===== src/rtl/shift_align_arb.sv =====
// shift_align_arb: round-robin arbiter sharing one right-shift/sticky alignment stage
module shift_align_arb #(
  parameter int WIDTH = 48,
  parameter int SWIDTH = 8
) (
  input  logic              clk,
  input  logic              rst_n,
  input  logic              req0_valid,
  output logic              req0_ready,
  input  logic [WIDTH-1:0]  req0_data,
  input  logic [SWIDTH-1:0] req0_shamt,
  input  logic              req1_valid,
  output logic              req1_ready,
  input  logic [WIDTH-1:0]  req1_data,
  input  logic [SWIDTH-1:0] req1_shamt,
  output logic              out_valid,
  input  logic              out_ready,
  output logic [WIDTH-1:0]  out_data,
  output logic              out_sticky,
  output logic              out_id
);
  localparam int AWIDTH = $clog2(WIDTH);
  logic free, any, grant, acc, sat, sticky, rr_ptr;
  logic [WIDTH-1:0] d, shifted, lost;
  logic [SWIDTH-1:0] s;
  logic [AWIDTH-1:0] sh;
  always_comb begin
    free = !out_valid || out_ready;
    any = req0_valid || req1_valid;
    grant = (req0_valid && req1_valid) ? rr_ptr : req1_valid;
    acc = rst_n && free && any;
    req0_ready = acc && !grant;
    req1_ready = acc && grant;
    d = grant ? req1_data : req0_data;
    s = grant ? req1_shamt : req0_shamt;
    // saturate on the full-width amount before truncating to the datapath shift width
    sat = 32'(s) >= WIDTH;
    sh = s[AWIDTH-1:0];
    shifted = d >> sh;
    lost = d & ~({WIDTH{1'b1}} << sh);
    sticky = sat ? |d : |lost;
  end
  always_ff @(posedge clk or negedge rst_n)
    if (!rst_n) begin
      out_valid <= 1'b0;
      out_data <= '0;
      out_sticky <= 1'b0;
      out_id <= 1'b0;
      rr_ptr <= 1'b0;
    end else if (acc) begin
      out_valid <= 1'b1;
      out_data <= sat ? '0 : shifted;
      out_sticky <= sticky;
      out_id <= grant;
      rr_ptr <= !grant;
    end else if (free) begin
      out_valid <= 1'b0;
    end
endmodule


===== config.mk =====
export PLATFORM = sky130hd
export DESIGN_NAME = shift_align_arb
export DESIGN_NICKNAME = d
export VERILOG_FILES = /design/src/rtl/shift_align_arb.sv
export SDC_FILE = /design/constraint.sdc
export NUM_CORES = 1
export LEC_CHECK = 0
export BUFFER_PORTS_ARGS = -buffer_cell sky130_fd_sc_hd__clkbuf_2
export CAP_MARGIN = 10
export CORE_MARGIN = 5
export CORE_UTILIZATION = 50
export CTS_CLUSTER_SIZE = 28
export DETAILED_ROUTE_END_ITERATION = 10
export PLACE_DENSITY_LB_ADDON = 0.3
export SLEW_MARGIN = 20
export SYNTH_ARGS = -nofsm -noshare
export SYNTH_HDL_FRONTEND = slang
export SYNTH_SLANG_ARGS = --single-unit

===== constraint.sdc =====
create_clock -name clk -period 6.3 [get_ports clk]
set_clock_uncertainty 0.05 [all_clocks]
set_input_delay 0.315 -clock clk [delete_from_list [all_inputs] [get_ports clk]]
set_output_delay 0.315 -clock clk [all_outputs]
set_load 0.005 [all_outputs]

==> results of run 1 <==
[metal layers]
metal  wire length (um)  global-route usage [%]
met1              13900                    52.2
met2              16200                    59.8
met3               4730                    9.81
met4               2500                    21.3
met5                  0                       0
[how the worst min path moves through the flow]
stage,startpoint,to,cells past startpoint
6_report,rst_n,out_data[46],2
4_1_cts,rst_n,out_data[37],2
2_1_floorplan,rst_n,out_data[0],0
5_1_grt,rst_n,out_data[35],2
3_5_place_dp,out_data[27],out_data[27],2
3_3_place_gp,out_data[27],out_data[27],2
[power breakdown]
group | total [mW] | internal [mW] | switching (mW)
Clock | 0.282 | 0.148 | 0.134
Sequential | 0.375 | 0.357 | 0.0179
Combinational | 0.870 | 0.300 | 0.570
[cell families (layout without fill, tap and decap cells)]
logic type,Yosys count,count (layout),synth area share (%)
compound gates,312,312,27.6
fa+ha+maj,2,2,0.252
buf+inv,101,199,7.03
flops,52,52,16.4
mux,190,190,29.0
simple gates,331,331,19.7
[stage by stage]
step / cell area (um2) / setup slack (ns) / power [mW]
floorplan: 7940 / 3.91 / 0.917
detailed placement: 8670 / 2.48 / 1.21
global route: 8810 / 2.24 / 1.59
CTS: 8810 / 2.48 / 1.49
global placement: 8670 / 2.47 / 1.21
finish: 8810 / 2.41 / 1.53
[flip-flops by register name (all words and copies together) (netlist names)]
signal and cells:
out_data 48, out_sticky 1, out_id 1, out_valid 1, rr_ptr 1
[final cells by class]
class / instances / share of cell area, %
multi-input cells: 835 / 69.2
flip-flops and latches: 52 / 14.8
repair buffers: 186 / 11.0
well taps: 216 / 3.07
clock buffers: 5 / 1.42
clock inverters: 3 / 0.241
inverters: 5 / 0.213
[cells in the mapped netlist (7+ instances only)]
cell type and number:
or3_1 7, a22o_1 11, buf_2 43, mux2_2 32, a211oi_1 25, mux2i_1 129, a221o_1 12, dfrtp_1 52
clkbuf_1 31, nor4_1 18, nor3_1 29, nand3_1 24, a221oi_1 17, mux4_2 19, nand2b_1 7, nor2b_1 9
o211ai_1 26, buf_6 10, a21oi_1 56, o21ai_0 58, and3_1 12, a31oi_1 22, nor2_1 73, a21o_1 9
nand4_1 9, a22oi_1 7, nand2_1 120
==> flow_summary.json, run 1 <==
{
  "worst-path-stages": 10,
  "max_freq_mhz": 257,
  "cts-htree-levels": 2,
  "cts_setup_buffers": 0,
  "grt_pass1_vias": 9019,
  "cp_slowest_cell": "mux2i_4",
  "cp-start-kind": "flop",
  "setup_violations": 0,
  "status": "finished clean",
  "num_rows": 46,
  "final_cells": 1302,
  "final_common_cell": "clkbuf_2",
  "placed_cells": 1294,
  "arrival_ns": 4.01,
  "multi_input_area_um2": 6100,
  "ys_warn_count": 0,
  "slew_viol_final": 0,
  "dr.pass1.iters": 6,
  "vias": 9501,
  "post-route-util_pct": 56.1,
  "clk_path_buf_depth": 2,
  "tightest_slew_ns": 1.11,
  "grt_pass1_wl_um": 56200,
  "synthCells": 988,
  "p_per_area_nw_per_um2": 173,
  "boundaryPins": 170,
  "clk_latency_ns": 0.30,
  "synth_top_area_cell": "dfrtp_1",
  "grt_overflow": 0,
  "n_fill_cell": 1521,
  "antenna_found_initial": 0,
  "crit_buf_inv": 2,
  "leakage_nw": 3.92,
  "tns_ns": 0,
  "vias_per_cell": 7.30,
  "grt_usage_pct": 39.6,
  "cp.required_ns": 6.41,
  "grt_max_degree": 62,
  "drive_gt1_share_pct": 24.5,
  "criticalPathCategory": "reg2reg",
  "syn-mean-instance-area_um2": 8.04,
  "synth.top_cell.area_share_pct": 16.4,
  "path_delay_family": "simple AND/OR/NAND/NOR gates",
  "root_buffer": "clkbuf_16",
  "cts-resized-gates": 0,
  "worst_setup_path_end_kind": "flop",
  "regArea_um2": 1300,
  "diodes": 0,
  "max_slew_margin_pct": 25.6,
  "hold_path_class": "in2async",
  "fin_crit_sh_pct": 61.8,
  "maxCapViolations": 0,
  "portBuffers": 169,
  "hold_viol_final": 0,
  "ys_types": 81,
  "syn_nets": 1105,
  "fin_nets": 1202,
  "drt_iter0_drc": 1611,
  "drc": 0,
  "ys_seq_area_share_pct": 16.4,
  "clock-sinks": 52,
  "dp_hpwl_um": 27900,
  "routed_wl_um": 37300,
  "numCtsBuffers": 5,
  "die_area_um2": 18500,
  "async_reset_ff_share_pct": 100,
  "syn-cell-area_um2": 7940,
  "yosys-top-cells-area": "dfrtp_1, mux2i_1, nand2_1",
  "cp_max_fo": 55,
  "die_w_um": 136,
  "area_growth_pct": 11.0,
  "critPathMaxStageDelay_ns": 0.90,
  "crit_top_cell": "buf_4",
  "reg2reg_slack_ns": 2.41,
  "hold_buffers": 0,
  "holdWs_ns": 0.0925,
  "synth_edf_count": 0,
  "final_antenna_net_count": 0,
  "ys_ff_latch": 52,
  "path_cells": "nand2b_1, buf_4, nand2_4, mux2i_4, buf_4, a221oi_1, nor4_1, nand4_1, nor4_2, a31oi_1",
  "mostFrequentLayoutCells": "clkbuf_2, mux2i_1, nand2_1, nor2_1, o21ai_0",
  "startpoint": "rr_ptr",
  "ys.flop_type": "dfrtp_1",
  "period_needed_ns": 3.89,
  "wl_per_cell_um": 28.7,
  "coreArea_um2": 15700,
  "clk_pin_slew_worst_paths_ns": 0.07,
  "reg2reg_from": "rr_ptr",
  "worstRegToRegCells": 10,
  "rsz0062_at_grt": "no",
  "gp_congestion": 1.08,
  "initial_core_util_pct": 50.5,
  "tritoncts": "built",
  "ir_drop_mv": 0.133,
  "r2r-end": "out_sticky",
  "die_h_um": 136,
  "crit_end": "out_sticky"
}
Power figures use the tool's default switching activity.
==> run 2, diff against run 1 <==
==> constraint.sdc (replaced) <==
create_clock -name clk -period 3.5 [get_ports clk]
set_clock_uncertainty 0.05 [all_clocks]
set_input_delay 0.175 -clock clk [delete_from_list [all_inputs] [get_ports clk]]
set_output_delay 0.175 -clock clk [all_outputs]
set_load 0.005 [all_outputs]
==> run 2 against run 1 <==
Critical endpoint is now out_data[7]. First-iteration DRC count rose by 0.93%. Wire length fell by 1.1%. Final cell count rose by 2.8%. Combinational power rose by 86%. Critical path type unchanged. Flip-flop and latch count did not move. The run now ends with negative hold slack left.
==> flow_summary.json, run 2 (synthesis results as in run 1) <==
{
  "status": "finished, violations left",
  "violations": "negative hold slack",
  "clock-sinks": 52,
  "leakage_nw": 4.13,
  "reg2reg_from": "rr_ptr",
  "largest_register": "out_data",
  "area_growth_pct": 15.7,
  "n_fill_cell": 1508,
  "clk_pin_slew_worst_paths_ns": 0.08,
  "cts_setup_buffers": 0,
  "p_per_area_nw_per_um2": 307,
  "vias": 9639,
  "grt_overflow": 0,
  "reg2reg_slack_ns": 0.39,
  "die_area_um2": 18500,
  "vias_per_cell": 7.20,
  "portBuffers": 169,
  "clk_path_buf_depth": 2,
  "ir_drop_mv": 0.218,
  "numCtsBuffers": 5,
  "root_buffer": "clkbuf_16",
  "crit_buf_inv": 2,
  "tritoncts": "built",
  "grt_pass1_wl_um": 55700,
  "final_antenna_net_count": 0,
  "regArea_um2": 1300,
  "max_freq_mhz": 321,
  "fin_nets": 1239,
  "cp-start-kind": "flop",
  "slew_viol_final": 0,
  "cts-resized-gates": 0,
  "wl_per_cell_um": 27.6,
  "cp_max_fo": 18,
  "max_slew_margin_pct": 46.8,
  "grt_usage_pct": 39.2,
  "coreArea_um2": 15700,
  "period_needed_ns": 3.11,
  "multi_input_area_um2": 6100,
  "mostFrequentLayoutCells": "clkbuf_2, mux2i_1, nand2_1, nor2_1, o21ai_0",
  "startpoint": "rr_ptr",
  "tightest_slew_ns": 0.788,
  "critPathMaxStageDelay_ns": 0.61,
  "dp_hpwl_um": 28400,
  "power_mw": 2.82,
  "maxCapViolations": 0,
  "criticalPathCategory": "reg2reg",
  "drc": 0,
  "gp_congestion": 1.07,
  "diodes": 0,
  "grt_pass1_vias": 9070,
  "die_w_um": 136,
  "fin_crit_sh_pct": 88.9,
  "final_common_cell": "clkbuf_2",
  "worst_setup_path_end_kind": "flop",
  "arrival_ns": 3.29,
  "hold_viol_final": 1,
  "path_cells": "nand2b_1, buf_4, and3_1, a211oi_1, nor2b_1, nand2_1, o31ai_1, buf_4, a221oi_1, a21oi_1",
  "boundaryPins": 170,
  "clk_latency_ns": 0.29,
  "setup_violations": 0,
  "rsz0062_at_grt": "no",
  "num_rows": 46,
  "path_delay_family": "simple AND/OR/NAND/NOR gates",
  "drive_gt1_share_pct": 27.0,
  "drt_iter0_drc": 1626,
  "routed_wl_um": 36900,
  "tns_ns": 0,
  "holdWs_ns": -0.00117,
  "hold_path_class": "in2async",
  "cts-htree-levels": 2,
  "cp_slowest_cell": "nor2b_1",
  "antenna_found_initial": 1,
  "initial_core_util_pct": 50.5,
  "cp.required_ns": 3.67,
  "hold_buffers": 0,
  "grt_max_degree": 74,
  "crit_top_cell": "buf_4",
  "die_h_um": 136,
  "dr.pass1.iters": 8,
  "largest_reg_flops": 48
}
run 2: final timing paths:
check	endpoint	cells after the start
worst min-delay path	out_data[27]	2
max in group asynchronous	out_data[1]	2
worst max register to register	out_data[7]	10
worst max-delay path	out_data[7]	10
min in group clk	out_valid	3
worst min register to register	out_id	1
run 2: area by class of cell:
type,count,area share (%)
multi-input cells,835,66.4
repair buffers,223,14.6
flip-flops and latches,52,14.2
well taps,216,2.94
clock buffers,5,1.36
clock inverters,3,0.300
inverters,5,0.204
run 2: worst reg2reg max path, stage by stage (launching register included):
cell and delay (ns):
dfrtp_1 0.40, nand2b_1 0.20, buf_4 0.24, and3_1 0.32, a211oi_1 0.50, nor2b_1 0.62, nand2_1 0.11, o31ai_1 0.15
buf_4 0.23, a221oi_1 0.08, a21oi_1 0.16
run 2: report_power, final:
| group | internal (mW) | total (mW) | switching, mW |
|---|---|---|---|
| sequential | 0.643 | 0.672 | 0.0296 |
| clock | 0.272 | 0.525 | 0.252 |
| combinational | 0.597 | 1.62 | 1.02 |
run 2: layer usage:
| metal | up-vias | part of all wire (%) | GRT usage (%) |
|---|---|---|---|
| met1 | 4508 | 39 | 53.9 |
| met4 | 2 | 5.4 | 16.6 |
| met5 | - | 0.038 | 0 |
| met3 | 152 | 12 | 8.14 |
| met2 | 857 | 44 | 59.7 |
| li1 | 4120 | - | - |
run 2: through the flow:
step / hold WS, ns / cell area [um2] / util, % / worst slack (ns) / std cells
after global placement: 0.355 / 9030 / 57.5 / 0.454 / 1331
after detailed placement: 0.359 / 9030 / 57.5 / 0.395 / 1331
final: -0.00117 / 9180 / 58.4 / 0.389 / 1339
after floorplan: -0.171 / 7940 / - / 1.13 / 988
after global routing: 0.0681 / 9180 / 58.4 / 0.233 / 1339
after CTS: 0.0393 / 9180 / 58.4 / 0.439 / 1339
